--- src/rtl/ram_arb_pkg.sv ---
// Shared types and default constants for the two-requester RAM arbiter.
package ram_arb_pkg;

    localparam int ADDR_W_DEF = 16;
    localparam int DATA_W_DEF = 8;
    localparam int RD_LAT_DEF = 2;
    localparam int CNT_W      = 4;

    typedef enum logic [2:0] {
        IDLE,
        WR,
        RD,
        CAP,
        DONE
    } arb_state_e;

    typedef logic req_id_t;

endpackage

--- src/rtl/ram_arbiter_rr_pick2.sv ---
// Combinational 2-way round-robin picker; the "last granted" pointer lives in the caller.
module rr_pick2
    import ram_arb_pkg::*;
(
    input  logic [1:0] req,
    input  req_id_t    last,
    output logic       valid,
    output req_id_t    winner
);

    // On a tie the requester that was not granted last takes its turn.
    always_comb begin
        valid  = |req;
        winner = 1'b0;
        if (req == 2'b11) begin
            winner = ~last;
        end else if (req[1]) begin
            winner = 1'b1;
        end
    end

endmodule

--- src/rtl/ram_arbiter.sv ---
// Round-robin arbiter and sequencer putting two req/ack clients onto one synchronous RAM.
module ram_arbiter
    import ram_arb_pkg::*;
#(
    parameter int ADDR_W = ADDR_W_DEF,
    parameter int DATA_W = DATA_W_DEF,
    parameter int RD_LAT = RD_LAT_DEF
) (
    input  logic              clk,
    input  logic              rst_n,
    input  logic              r0_req,
    input  logic              r0_we,
    input  logic [ADDR_W-1:0] r0_addr,
    input  logic [DATA_W-1:0] r0_wdata,
    input  logic              r1_req,
    input  logic              r1_we,
    input  logic [ADDR_W-1:0] r1_addr,
    input  logic [DATA_W-1:0] r1_wdata,
    output logic              r0_ack,
    output logic              r1_ack,
    output logic [DATA_W-1:0] rdata,
    output logic              ram_cs,
    output logic              ram_we,
    output logic              ram_re,
    output logic [ADDR_W-1:0] ram_addr,
    output logic [DATA_W-1:0] ram_wdata,
    input  logic [DATA_W-1:0] ram_rdata
);

    arb_state_e        state_q, state_d;
    req_id_t           id_q, id_d;
    req_id_t           last_q, last_d;
    logic              we_q, we_d;
    logic [ADDR_W-1:0] addr_q, addr_d;
    logic [DATA_W-1:0] wdata_q, wdata_d;
    logic [CNT_W-1:0]  cnt_q, cnt_d;
    logic              ack0_q, ack1_q;
    logic [DATA_W-1:0] rdata_q;

    logic              pickValid;
    req_id_t           pickId;
    logic              selWe;

    rr_pick2 u_pick (
        .req    ({r1_req, r0_req}),
        .last   (last_q),
        .valid  (pickValid),
        .winner (pickId)
    );

    assign selWe = pickId ? r1_we : r0_we;

    always_comb begin
        state_d = state_q;
        id_d    = id_q;
        last_d  = last_q;
        we_d    = we_q;
        addr_d  = addr_q;
        wdata_d = wdata_q;
        cnt_d   = cnt_q;
        case (state_q)
            IDLE: begin
                if (pickValid) begin
                    id_d    = pickId;
                    last_d  = pickId;
                    we_d    = selWe;
                    addr_d  = pickId ? r1_addr : r0_addr;
                    wdata_d = pickId ? r1_wdata : r0_wdata;
                    if (selWe) begin
                        state_d = WR;
                    end else begin
                        state_d = RD;
                        cnt_d   = CNT_W'(RD_LAT);
                    end
                end
            end
            WR:   state_d = DONE;
            // The counter is loaded with RD_LAT at grant, so RD lasts exactly RD_LAT cycles.
            RD: begin
                if (cnt_q <= CNT_W'(1)) begin
                    cnt_d   = '0;
                    state_d = CAP;
                end else begin
                    cnt_d = cnt_q - CNT_W'(1);
                end
            end
            CAP:  state_d = DONE;
            DONE: state_d = IDLE;
            default: state_d = IDLE;
        endcase
    end

    always_ff @(posedge clk or negedge rst_n) begin
        if (!rst_n) begin
            state_q <= IDLE;
            id_q    <= 1'b0;
            last_q  <= 1'b1;
            we_q    <= 1'b0;
            addr_q  <= '0;
            wdata_q <= '0;
            cnt_q   <= '0;
            ack0_q  <= 1'b0;
            ack1_q  <= 1'b0;
            rdata_q <= '0;
        end else begin
            state_q <= state_d;
            id_q    <= id_d;
            last_q  <= last_d;
            we_q    <= we_d;
            addr_q  <= addr_d;
            wdata_q <= wdata_d;
            cnt_q   <= cnt_d;
            ack0_q  <= (state_d == DONE) && (id_q == 1'b0);
            ack1_q  <= (state_d == DONE) && (id_q == 1'b1);
            if (state_q == CAP) begin
                rdata_q <= ram_rdata;
            end
        end
    end

    // Strobes come only from registered state and latched fields; bus is zero when idle.
    assign ram_cs    = (state_q == WR) || (state_q == RD);
    assign ram_we    = (state_q == WR);
    assign ram_re    = (state_q == RD);
    assign ram_addr  = ram_cs ? addr_q : '0;
    assign ram_wdata = ram_we ? wdata_q : '0;
    assign r0_ack    = ack0_q;
    assign r1_ack    = ack1_q;
    assign rdata     = rdata_q;

endmodule

--- config.mk ---
export PLATFORM = sky130hd
export DESIGN_NAME = ram_arbiter
export DESIGN_NICKNAME = d
export VERILOG_FILES = /design/src/rtl/ram_arb_pkg.sv /design/src/rtl/ram_arbiter_rr_pick2.sv /design/src/rtl/ram_arbiter.sv
export SDC_FILE = /design/constraint.sdc
export NUM_CORES = 1
export LEC_CHECK = 0
export BUFFER_PORTS_ARGS = -buffer_cell sky130_fd_sc_hd__buf_2
export CAP_MARGIN = 15
export CORE_MARGIN = 2
export CORE_UTILIZATION = 50
export DETAILED_ROUTE_END_ITERATION = 16
export PLACE_DENSITY_LB_ADDON = 0.12
export RECOVER_POWER = 100
export SETUP_SLACK_MARGIN = 0.2
export SYNTH_ARGS = -nofsm -noshare
export SYNTH_HDL_FRONTEND = slang
export SYNTH_SLANG_ARGS = --single-unit
--- constraint.sdc ---
create_clock -name clk -period 4.3 [get_ports clk]
set_clock_uncertainty 0.1 [all_clocks]
set_input_delay 0.43 -clock clk [delete_from_list [all_inputs] [get_ports clk]]
set_output_delay 0.43 -clock clk [all_outputs]
set_load 0.005 [all_outputs]
==> flow_results.org, run 1 <==
** Synth
- For this run, asynchronously set or reset flops after synthesis account for 100%.
- Synthesis instantiated 31 different standard cells from the library.
- Number of flops mapped to enable cells by yosys :: 0
- Number of flip-flops and latches in the synthesized netlist :: between 40 and 50
- For this run, the leading register cell type out of synthesis is sky130_fd_sc_hd__dfrtp_1.
- Number of synthesis warnings :: 0
- Counting every net in the synthesized netlist gives 264.
- In the synthesized netlist, the number of instances is 200.
- Post-synthesis instance area :: 2120 um2
- The average instance in the mapped netlist occupies between 10 and 15 um2.
- Proportion of synthesized chip area in sequential cells :: 50.9%

** Setup path
- The critical path is of the reg2reg type.
- Tracing the worst setup path back leads to its startpoint at state_q[1]$_DFF_PN0_.
- Logic depth of the worst register-to-register path :: 3
- Data on the critical path arrives at its endpoint at 2.93 ns.
- Slowest Stage Delay on Critical Path :: 0.97 ns
- Worst path cell trace :: nor4_4 > clkbuf_1 > mux2_2
- Data required, critical path :: 4.43 ns
- STA classifies the critical path endpoint as a register.
- The worst register-to-register path begins at state_q[1]$_DFF_PN0_.
- The worst setup path is launched from a register.
- Setup slack of the worst register-to-register path :: about 1.5 ns
- On the critical path, the stage with the largest delay is an instance of sky130_fd_sc_hd__clkbuf_1.
- In this run the worst path has a maximum fanout of 33.

** STA
- Setup slack closes at 1.49 ns.
- Unrepaired setup endpoints after global routing :: false
- Maximum clock frequency :: 356 MHz
- After layout, the worst path uses ~65% of the clock period.
- Final slew viol count :: 44
- Final period demand of the worst path :: approximately 2.8 ns
- At the pin with the least slew margin, the transition time is 2.24 ns.
- Relative slew margins :: -49.2%
- Setup total negative slack :: 0 ns
- Final hold violations :: 0
- Worst hold slack across all endpoints :: between 0.2 and 0.3 ns
- Setup violation total in the final timing report :: 0

** Floorplan
- In this run the count of I/O pins placed on the die edge is between 90 and 100.
- Once the floorplan was initialized, standard cells occupied around 53% of the core.
- Die footprint :: 4770 um2
- Core region area :: 4030 um2
- Number of placement rows :: 23
- Width of the chip :: 69.1 um
- The floorplan step set the die height to 69.1 um.

** Min path
- The min-delay analysis places its worst path in the category in2reg.
- Hold Path Cell Cnt :: 2
- The worst hold path begins at ram_rdata[6].

** Detailed routing
- Using the TritonRoute via totals, the vias-per-cell ratio works out to ~5.
- After detailed routing, the total wire length is 4390 um.
- Post-detailed-route count of antenna-violating nets :: 0
- In this run, the number of DRC markers left after iteration 0 of detailed routing was 78.
- In the routed design, unresolved DRC markers number 0.
- Final routed wire length divided by cell count :: 12.7 um
- Total vias in the final route :: 1,742
- First drt pass iteration count :: 4

** GRT
- Total overflow reported by the global router :: 0
- Via count of the first global-routing pass :: 1,687
- Entering global routing, the biggest net connects 44 pins.
- The number of antenna violations at the first check in global routing came to 0.
- The first global-routing pass estimated 7310 um of wire.
- In the global route stage, overall resource usage came out at 18.8%.

** Clocking
- No sink is reached through more buffers than the 2 on the longest clock path.
- After clock tree synthesis, the flow added hold-fix buffers numbering 0.
- The cell sitting at the root of the clock tree is a sky130_fd_sc_hd__clkbuf_8.
- The number of gates resized after CTS was 0.
- Once the clock tree was built, the setup fixing pass inserted 0 buffers.
- Clock latency on the worst-skew pair :: 0.30 ns
- TritonCTS built the clock tree.
- After clock tree synthesis, the clock-pin slew on the worst setup and hold paths is ~0.080 ns.
- For this design, the sink count on the clock tree is 43.
- H-tree depth :: 2
- In this run, CTS created clock tree buffers numbering 5.

** Final layout
- Leading cell types in the layout, fill and taps excluded :: 84 x sky130_fd_sc_hd__buf_2, 42 x sky130_fd_sc_hd__dfrtp_1, 31 x sky130_fd_sc_hd__nor2_1, 25 x sky130_fd_sc_hd__mux2i_1, 24 x sky130_fd_sc_hd__a21oi_1
- The library cell used most frequently in the layout, excluding fill and tap cells, is sky130_fd_sc_hd__buf_2.
- Area growth from synthesis to final layout :: 28.8%
- The repair_antennas step left the layout with diodes totalling 0.
- Cells with a size suffix above 1 make up a little over a third of the layout.
- Once layout is complete, the utilization of the core stands at 67.7%.
- The net count of the finished layout is 360.

** Pwr
- The worst-case IR drop observed on VDD is about 0.40 mV.
- For this design the static power due to leakage is about 1.4 nW.
- Power spread over the standard cell area amounts to 703 nW/um2.

** Placed design
- Detailed placement ended at an HPWL of 3270 um.
- Routability-driven placement finished with a final weighted congestion of 0.757.
- IO buf count :: 98
- At the placement stage, the worst setup path has a slack of 2.01 ns.

** Status
- The flow ran to the end, but the final reports show violations.
- The final reports fail on capacitance limit, slew limit.

** Flow run
- Maxcap violations :: 1
-- kinds of logic after synthesis --
kind of cell    share of synthesized area (%)
simple gates                             16.1
fa+ha+maj                                1.18
compound gates                           9.75
flops                                    50.9
mux                                      17.1
xor+xnor                                0.414
buf+inv                                  4.55
-- per-stage QoR --
step                      total power [mW]  area, um2  std cells
final                                 1.92       2730        347
after detailed placement              1.61       2620        339
after global placement                1.58       2620        339
after global routing                  2.07       2730        347
after floorplan                       1.29       2120        200
after CTS                             1.97       2760        347
-- report_power, final --
| part | switching, mW | internal (mW) |
|---|---|---|
| Clock | 0.133 | 0.232 |
| Sequential | 0.114 | 0.602 |
| Combinational | 0.434 | 0.401 |
| Total | 0.682 | 1.24 |
-- worst max-delay path, delay by kind of cell (launching register included) --
family / cells / cell delay, ns
multiplexers: 1 / 0.42
buffers and inverters: 1 / 0.97
flip-flops: 1 / 0.49
AND/OR/NAND/NOR: 1 / 0.75
-- cells in the mapped netlist (2+ instances only) --
cell type	n	share of area, %
sky130_fd_sc_hd__a21oi_1	24	5.7
sky130_fd_sc_hd__a32o_1	2	0.95
sky130_fd_sc_hd__and2_1	25	7.4
sky130_fd_sc_hd__buf_2	5	1.2
sky130_fd_sc_hd__buf_4	4	1.4
sky130_fd_sc_hd__dfrtp_1	42	50
sky130_fd_sc_hd__ha_1	2	1.2
sky130_fd_sc_hd__inv_1	8	1.4
sky130_fd_sc_hd__mux2_2	10	5.3
sky130_fd_sc_hd__mux2i_1	25	12
sky130_fd_sc_hd__nand2_1	2	0.35
sky130_fd_sc_hd__nand2b_1	2	0.59
sky130_fd_sc_hd__nor2_1	30	5.3
sky130_fd_sc_hd__o21ai_0	2	0.47
-- layout make-up --
cell class,instances,area (um2)
fillers,342,1300
flip-flops and latches,43,1080
multi-input cells,138,942
repair buffers,99,478
clock buffers,6,72.6
well taps,50,62.6
clock inverters,2,60.1
inverters,9,33.8
-- metal layers --
layer | up-vias | wire [um] | GRT usage [%]
li1 | 863 | - | -
met1 | 803 | 1740 | 21.4
met2 | 64 | 2240 | 33.3
met3 | 12 | 315 | 5.26
met4 | 0 | 93 | 7.41
met5 | - | 0 | 0
-- state kept, by name, indices dropped and copies added (netlist names) --
name     flops
addr_q      16
rdata        8
wdata_q      8
cnt_q        4
state_q      3
id_q         1
last_q       1
r0_ack       1
r1_ack       1
-- worst paths after layout --
| path | end |
|---|---|
| worst max-delay path | last_q$_DFFE_PN1P_ |
| worst min-delay path | rdata[6]$_DFFE_PN0N_ |
| worst max register to register | last_q$_DFFE_PN1P_ |
| worst min register to register | r0_ack$_DFF_PN0_ |
| max in group asynchronous | addr_q[15]$_DFFE_PN0P_ |
| min in group asynchronous | cnt_q[3]$_DFFE_PN0P_ |
(Power assumes the default switching activity.)
==> inputs of run 2 (changes only) <==
--- a/config.mk
+++ b/config.mk
@@ -5,10 +5,11 @@
 export SDC_FILE = /design/constraint.sdc
 export NUM_CORES = 1
 export LEC_CHECK = 0
+export ABC_AREA = 1
 export BUFFER_PORTS_ARGS = -buffer_cell sky130_fd_sc_hd__buf_2
 export CAP_MARGIN = 15
 export CORE_MARGIN = 2
-export CORE_UTILIZATION = 50
+export CORE_UTILIZATION = 42
 export DETAILED_ROUTE_END_ITERATION = 16
 export PLACE_DENSITY_LB_ADDON = 0.12
 export RECOVER_POWER = 100
==> constraint.sdc (replaced) <==
create_clock -name clk -period 2.3 [get_ports clk]
set_clock_uncertainty 0.1 [all_clocks]
set_input_delay 0.23 -clock clk [delete_from_list [all_inputs] [get_ports clk]]
set_output_delay 0.23 -clock clk [all_outputs]
set_load 0.005 [all_outputs]
==> flow_results.org, run 2 <==
** Synth
- The number of flops mapped to enable cells by yosys was 0 (unchanged).
- The number of nets in the synthesized netlist came to 350 (was 264).
- Number of synthesis warnings :: 0 (unchanged)
- The synthesis-stage register bit count is 43 (unchanged).
- Proportion of synthesized chip area in sequential cells :: 50.1% (was 50.9%)
- The most common cell in the synthesized netlist is sky130_fd_sc_hd__nand2_1 (was sky130_fd_sc_hd__dfrtp_1).
- Top cells by area in the synthesized netlist: sky130_fd_sc_hd__dfrtp_1 49%, sky130_fd_sc_hd__nand2_1 11%, sky130_fd_sc_hd__nor2_1 9.6% (was sky130_fd_sc_hd__dfrtp_1 50%, sky130_fd_sc_hd__mux2i_1 12%, sky130_fd_sc_hd__and2_1 7.4%).
- The prevailing post-synth register cell is sky130_fd_sc_hd__dfrtp_1 (unchanged).
- Distinct cells, synth :: 19 (was 31)
- Most frequent cells after synthesis: 64 x sky130_fd_sc_hd__nand2_1, 55 x sky130_fd_sc_hd__nor2_1, 42 x sky130_fd_sc_hd__dfrtp_1 (was 42 x sky130_fd_sc_hd__dfrtp_1, 30 x sky130_fd_sc_hd__nor2_1, 25 x sky130_fd_sc_hd__and2_1, 25 x sky130_fd_sc_hd__mux2i_1, 24 x sky130_fd_sc_hd__a21oi_1).
- The post-synthesis instance total came to 286 (was 200).
- Synth top area share :: 48.9% (was 49.6%)
- Yosys top cell by area :: sky130_fd_sc_hd__dfrtp_1 (unchanged)
- Post-synthesis instance area :: 2150 um2 (was 2120 um2)
- The average cell area after synthesis is 7.52 um2 (was 10.6 um2).
- Post-synthesis async set-or-reset flop share :: 100% (unchanged)

** Setup path
- The nature of the critical path endpoint is a primary output (was register).
- Standard cell with the maximum stage delay on the critical path :: sky130_fd_sc_hd__dfrtp_2 (was sky130_fd_sc_hd__clkbuf_1)
- The biggest cell delay along the critical path came to 0.48 ns (was 0.97 ns).
- The biggest fanout along the worst timing path is 16 (was 33).
- The arrival time at the worst endpoint was 1.65 ns (was 2.93 ns).
- The critical path required time was 1.97 ns (was 4.43 ns).
- The class of the most critical setup path is reg2out (was reg2reg).
- Startpoint kind of the worst setup timing path :: register (unchanged)
- Worst path cell trace :: inv_1 > nand2_2 > nand2_1 > inv_2 > nor2_1 > clkbuf_1 (was nor4_4 > clkbuf_1 > mux2_2)
- The minimum setup slack among reg-to-reg paths came to 0.36 ns (was 1.49 ns).

** Final layout
- Share of the core filled with cells in the final layout :: 55.2% (was 67.7%)
- Leading cell types in the layout, fill and taps excluded: 65 x sky130_fd_sc_hd__nand2_1, 65 x sky130_fd_sc_hd__buf_2, 55 x sky130_fd_sc_hd__nor2_1, 41 x sky130_fd_sc_hd__dfrtp_1, 40 x sky130_fd_sc_hd__o21ai_0 (was 84 x sky130_fd_sc_hd__buf_2, 42 x sky130_fd_sc_hd__dfrtp_1, 31 x sky130_fd_sc_hd__nor2_1, 25 x sky130_fd_sc_hd__mux2i_1, 24 x sky130_fd_sc_hd__a21oi_1).
- Sequential cell area :: 1080 um2 (about the same)
- Filler cells :: 551 (was 342)
- The most flop-heavy register was addr_q (unchanged).
- Area growth from synthesis to final layout :: 28.5% (was 28.8%)
- The area used by multi-input combinational logic came to 838 um2 (was 942 um2).
- Cell area after layout :: 2760 um2 (was 2730 um2)
- Number of inserted diodes :: 0 (unchanged)
- The net count reported at finish was 450 (was 360).
- The flip-flop count of the largest register after layout is 16 (unchanged).
- The fraction of layout cells with a size suffix above 1 came to 22.5% (was 35.4%).
- Post-route insts no fill :: 457 (was 347)

** Placed design
- Placed cell count :: 448 (was 339)
- Post-Place Worst Slack :: 0.496 ns (was 2.01 ns)
- Detail Placement HPWL :: 3910 um (was 3270 um)
- The count of input and output buffers is 98 (unchanged).
- The final weighted congestion of routability-driven global placement is 0.815 (was 0.757).
- Placed inst area :: 2690 um2 (was 2620 um2)

** STA
- Final period demand of the worst path :: 1.98 ns
- The final max-slew violation count is 0 (was 44).
- The count of endpoints failing hold in the final timing report is 0 (unchanged).
- Of the available clock period, the critical path in the final layout requires 86.0%.
- The post-route setup TNS is 0 ns (unchanged).
- Smallest setup slack after layout :: 0.321 ns (was 1.49 ns)
- Transition time at the pin with the least slew margin :: 1.23 ns (was 2.24 ns)
- Based on the critical path, the design can be clocked at up to slightly above 500 MHz.
- The worst hold slack across all endpoints is 0.0571 ns (was 0.265 ns).
- Unrepaired setup endpoints after global routing :: false (unchanged)
- Relative slew margins :: 18.1% (was -49.2%)
- Setup violation total in the final timing report :: 0 (unchanged)

** Detailed routing
- Final routed wire length divided by cell count :: 11.9 um (was 12.7 um)
- Post-detailed-route count of antenna-violating nets :: 0 (unchanged)
- Total vias in the final route :: 2,086 (was 1,742)
- First-iteration detailed-routing DRC count :: 145 (was 78)
- The first-pass iteration count of the detailed router came to 4 (unchanged).
- DRC violation count after routing :: 0 (unchanged)
- Via-per-instance ratio :: 4.56 (was 5.02)
- The sum of routed wire length over all layers was 5430 um (was 4390 um).

** Floorplan
- Core region area :: 5010 um2 (was 4030 um2)
- The die outline area is 5710 um2 (was 4770 um2).
- The die height is 75.6 um (was 69.1 um).
- The I/O pin count came to 99 (unchanged).
- Number of placement rows :: 26 (was 23)
- Effective utilization at floorplan :: 42.9% (was 52.5%)
- Width of the chip :: 75.6 um (was 69.1 um)

** Clocking
- Largest buffer count on any clock path :: 2 (unchanged)
- Number of sinks on the clock net :: 43 (unchanged)
- The number of CTS-inserted buffers came to 5 (unchanged).
- The number of H-tree levels was 2 (unchanged).
- The clock slew at the register clock pins of the worst setup and hold paths came to 0.08 ns (about the same).
- The TritonCTS clock tree is built (unchanged).
- Number of buffers inserted to repair setup after CTS :: 0 (unchanged)
- The cell chosen for the clock root is sky130_fd_sc_hd__clkbuf_8 (unchanged).
- The clock latency at the later pin of the worst-skew pair came to 0.30 ns (about the same).

** Min path
- The class of the worst hold path is in2reg (unchanged).

** Pwr
- The standby leakage power was 1.50 nW (was 1.36 nW).
- The peak ir drop on the vdd network was 0.540 mV (was 0.403 mV).
- The total design power was 3.39 mW (was 1.92 mW).
- Power density over the cells :: 1230 nW/um2 (was 703 nW/um2)

** GRT
- Global-route total usage across every layer :: 19.8% (was 18.8%)
- The pin count of the biggest net entering global routing was 26 (was 44).
- The global route total overflow was 0 (unchanged).
- The number of antenna violations at the first check in global routing was 0 (unchanged).
- The wire length of the first global-routing pass is 8420 um (was 7310 um).
- Via count of the first global-routing pass :: 1,894 (was 1,687)

** Status
- Result of the run :: finished clean (was finished, violations left)

** Flow run
- The number of max-capacitance violations reported was 0 (was 1).
## run 2: cell types whose count changed after synthesis, sizes merged, moves of 2 or more
cell,before,now
mux2i,25,0
nand3,0,13
nand2,3,67
and2,25,1
o21ai,4,51
buf,9,11
a21oi,24,0
a32o,2,0
inv,9,39
nor2,31,56
nand2b,2,0
mux2,10,0
## run 2: cell type report
type	instances	share of cell area, %
Clock buffer	6	2.99
Sequential cell	43	39.0
Timing Repair Buffer	105	17.9
Tap cell	70	3.17
Clock inverter	2	1.27
Multi-Input combinational cell	192	30.3
Inverter	39	5.30
## run 2: path summary, 6_finish.rpt
kind,cells past startpoint,end,start
worst min register to register,1,r0_ack$_DFF_PN0_,id_q$_DFFE_PN0P_
worst min-delay path,3,rdata[5]$_DFFE_PN0N_,ram_rdata[5]
worst max register to register,6,wdata_q[1]$_DFFE_PN0P_,state_q[1]$_DFF_PN0_
worst max-delay path,6,ram_addr[12],state_q[1]$_DFF_PN0_
min in group asynchronous,2,rdata[0]$_DFFE_PN0N_,rst_n
max in group asynchronous,3,wdata_q[1]$_DFFE_PN0P_,rst_n
## run 2: routing by layer
metal	vias up	track usage [%]	wire length (um)
li1	1080	-	-
met1	933	26.1	2490
met2	67	32.2	2530
met3	6	4.76	335
met4	0	6.63	67
met5	-	0	0
## run 2: repair_timing
action | CTS | global route
endpoints found under the setup margin | 0 | 16
endpoints found under the hold margin | 20 | 0
gates resized for setup | 0 | 1
hold buffers | 1 | 0
## run 2: logic make-up (layout without fill, tap and decap cells)
kind of cell | count (synthesis) | after routing | synth area share [%]
and+or+nand+nor | 137 | 137 | 25.2
AOI/OAI and AO/OA | 51 | 51 | 11.9
buffers and inverters | 51 | 152 | 10.8
DFF | 43 | 43 | 50.1
adders and majority gates | 2 | 2 | 1.16
xor gates and xnor gates | 2 | 2 | 0.815
## run 2: critical path, delay by kind of cell (launching register included)
kind	cells	cell delay (ns)
DFF	1	0.48
buffers and inverters	3	0.47
and+or+nand+nor	3	0.39
## run 2: power by group
group / total, mW / internal [mW] / switching, mW
clock network: 0.612 / 0.351 / 0.260
logic: 1.44 / 0.533 / 0.912
registers: 1.34 / 1.13 / 0.207
total: 3.39 / 2.01 / 1.38
==> inputs of run 3 (changes only) <==
--- a/config.mk
+++ b/config.mk
@@ -12,7 +12,6 @@
 export CORE_UTILIZATION = 42
 export DETAILED_ROUTE_END_ITERATION = 16
 export PLACE_DENSITY_LB_ADDON = 0.12
-export RECOVER_POWER = 100
 export SETUP_SLACK_MARGIN = 0.2
 export SYNTH_ARGS = -nofsm -noshare
 export SYNTH_HDL_FRONTEND = slang
==> flow_results.org, run 3 (synthesis gave the netlist of run 2 again) <==
** Setup path
- The class of the most critical setup path was reg2out (unchanged).
- The arrival time at the worst endpoint came to 1.62 ns (was 1.65 ns).
- The kind of start point of the critical path is a register (unchanged).
- The critical path launch point is state_q[1]$_DFF_PN0_ (unchanged).
- The biggest fanout along the worst timing path came to 16 (unchanged).
- The critical path required time came to 1.97 ns (about the same).
- Critical R2R Launch :: state_q[1]$_DFF_PN0_ (unchanged)
- The nature of the critical path endpoint is a primary output (unchanged).

** Clocking
- Clock-pin slew on the worst setup and hold paths :: 0.08 ns (about the same)
- Number of sinks on the clock net :: 43 (unchanged)
- CTS tree :: built (unchanged)
- Number of buffers created by CTS :: 5 (unchanged)
- The cell chosen for the clock root is sky130_fd_sc_hd__clkbuf_8 (unchanged).
- The number of H-tree levels was 2 (unchanged).
- Clock latency on the worst-skew pair :: 0.31 ns (was 0.30 ns)
- Largest buffer count on any clock path :: 2 (unchanged)

** GRT
- Global-route total usage across every layer :: 19.8% (unchanged)
- The number of antenna violations at the first check in global routing is 0 (unchanged).
- Maximum number of pins on one net before global-route repair :: 26 (unchanged)
- First-pass GRT wire length :: 8420 um (unchanged)
- Total overflow reported by the global router :: 0 (unchanged)
- The number of global-route vias before repair is 1,894 (unchanged).

** STA
- The post-route setup TNS was 0 ns (unchanged).
- The count of endpoints failing hold in the final timing report was 0 (unchanged).
- The number of endpoints failing setup at the final stage was 0 (unchanged).
- The final max-slew violation count was 0 (unchanged).
- The fraction of the cycle the final worst path needs came to 84.9% (was 86.0%).
- Transition time at the pin with the least slew margin :: 0.511 ns (was 1.23 ns)
- Unrepaired setup endpoints after global routing :: false (unchanged)
- The headroom to the max-slew limit is 66.0% (was 18.1%).
- The post-route minimum period is 1.95 ns (was 1.98 ns).
- Worst hold slack across all endpoints :: 0.0555 ns (was 0.0571 ns)
- The maximum achievable frequency is 512 MHz (was 505 MHz).

** Final layout
- The library cell used most frequently in the layout, excluding fill and tap cells, is sky130_fd_sc_hd__buf_2.
- Share of final-layout standard cells stronger than drive strength 1 :: 31.5% (was 22.5%)
- Largest register FFs :: 16 (unchanged)
- Leading cell types in the layout, fill and taps excluded: 98 x sky130_fd_sc_hd__buf_2, 64 x sky130_fd_sc_hd__nand2_1, 54 x sky130_fd_sc_hd__nor2_1, 41 x sky130_fd_sc_hd__dfrtp_1, 36 x sky130_fd_sc_hd__inv_1 (was 65 x sky130_fd_sc_hd__nand2_1, 65 x sky130_fd_sc_hd__buf_2, 55 x sky130_fd_sc_hd__nor2_1, 41 x sky130_fd_sc_hd__dfrtp_1, 40 x sky130_fd_sc_hd__o21ai_0).
- The layout overhead on the synthesized area is 31.1% (was 28.5%).
- Number of inserted diodes :: 0 (unchanged)
- The net count reported at finish came to 450 (unchanged).
- Register name with the most flops :: addr_q (unchanged)

** Pwr
- Clock network fraction of design power :: 17.6% (was 18.0%)
- Switching Power :: 1.39 mW (was 1.38 mW)
- Switching share of total power :: 39.8% (was 40.7%)
- Part of the total power dissipated in combinational logic :: 44.2% (was 42.6%)
- The internal power is 2.10 mW (was 2.01 mW).
- The power density normalized to cell area is 1240 nW/um2 (was 1230 nW/um2).
- The share of power burned in registers came to 38.2% (was 39.4%).
- The peak ir drop on the vdd network came to 0.544 mV (was 0.540 mV).
- The standby leakage power was 1.63 nW (was 1.50 nW).

** Floorplan
- Die footprint :: 5710 um2 (unchanged)
- The I/O pin count is 99 (unchanged).
- Core region area :: 5010 um2 (unchanged)
- The die height is 75.6 um (unchanged).
- Width of the chip :: 75.6 um (unchanged)
- The starting utilization of the core area came to 42.9% (unchanged).
- Number of placement rows :: 26 (unchanged)

** Min path
- The startpoint of the lowest-slack hold path was ram_rdata[0] (was ram_rdata[5]).
- Worst Hold Class :: in2reg (unchanged)

** Status
- Result of the run: finished clean (unchanged).

** Placed design
- Detail Placement HPWL :: 3910 um (unchanged)
- The final weighted congestion of routability-driven global placement is 0.815 (unchanged).
- The count of input and output buffers was 98 (unchanged).

** Detailed routing
- Final routed wire length divided by cell count :: 11.8 um (was 11.9 um)
- Via-per-instance ratio :: 4.49 (was 4.56)
- The number of DRC violations after detailed routing came to 0 (unchanged).
- The DRC violation total after the first TritonRoute iteration is 150 (was 145).
- First drt pass iteration count :: 4 (unchanged)
- The total via count after detailed routing came to 2,052 (was 2,086).
- The sum of routed wire length over all layers was 5400 um (was 5430 um).
- Post-detailed-route count of antenna-violating nets :: 0 (unchanged)

** Flow run
- Maxcap violations :: 0 (unchanged)
## run 3: changes by cell type in the layout (fill, tap and decap cells not counted), sizes merged
cell,change
buf,+37
clkbuf,-37
## run 3: final timing paths
kind                                    endpoint  slack (ns)  cells after the start
setup / recovery                     ram_addr[3]        0.35                      6
hold / removal              rdata[0]$_DFFE_PN0N_        0.06                      3
setup reg to reg           addr_q[6]$_DFFE_PN0P_        0.55                      6
hold reg to reg                 r0_ack$_DFF_PN0_        0.33                      1
max in group asynchronous  addr_q[1]$_DFFE_PN0P_        1.20                      3
min in group asynchronous   rdata[0]$_DFFE_PN0N_        0.32                      2
## run 3: final cells by class
class,instances,area [um2]
clock buffers,6,82.6
clock inverters,2,35.0
fillers,529,2190
inverters,39,146
multi-input cells,192,843
flip-flops and latches,43,1080
well taps,70,87.6
repair buffers,105,546
## run 3: per-layer routing
metal / global-route usage, % / wire [um] / vias to the layer above / part of all wire (%)
met5: 0 / 0 / - / 0
met4: 6.63 / 67 / 0 / 1.2
met3: 4.76 / 356 / 6 / 6.6
met2: 32.2 / 2490 / 64 / 46
met1: 26.1 / 2490 / 903 / 46
li1: - / - / 1079 / -
## run 3: what timing repair did
item	in CTS	in global routing
hold endpoints to repair	20	0
hold buffers	1	0
resized for setup	0	1
endpoints found under the setup margin	0	16
buffers inserted	0	0
## run 3: power by group through the flow
stage / clock network [mW] / registers (mW) / logic (mW)
2_1_floorplan: 0 / 1.30 / 1.10
3_3_place_gp: 0 / 1.33 / 1.54
3_5_place_dp: 0 / 1.34 / 1.57
4_1_cts: 0.627 / 1.33 / 1.57
5_1_grt: 0.657 / 1.38 / 1.81
6_report: 0.613 / 1.33 / 1.54
## run 3: per-stage QoR
step | std cells | power [mW] | util, % | setup WS, ns | area (um2)
final | 457 | 3.49 | 56.3 | 0.347 | 2820
after global routing | 457 | 3.84 | 56.3 | 0.226 | 2820
after CTS | 457 | 3.53 | 56.2 | 0.211 | 2820
after detailed placement | 448 | 2.91 | 53.7 | 0.496 | 2690
after global placement | 448 | 2.88 | 53.7 | 0.523 | 2690
after floorplan | 286 | 2.40 | - | 0.887 | 2150
## run 3: worst max-delay path: stages, from the launching register on
cell and delay [ns]:
sky130_fd_sc_hd__dfrtp_2 0.48, sky130_fd_sc_hd__inv_1 0.09, sky130_fd_sc_hd__nand2_2 0.20, sky130_fd_sc_hd__nand2_2 0.08
sky130_fd_sc_hd__inv_2 0.25, sky130_fd_sc_hd__nor2_1 0.08, sky130_fd_sc_hd__buf_2 0.13
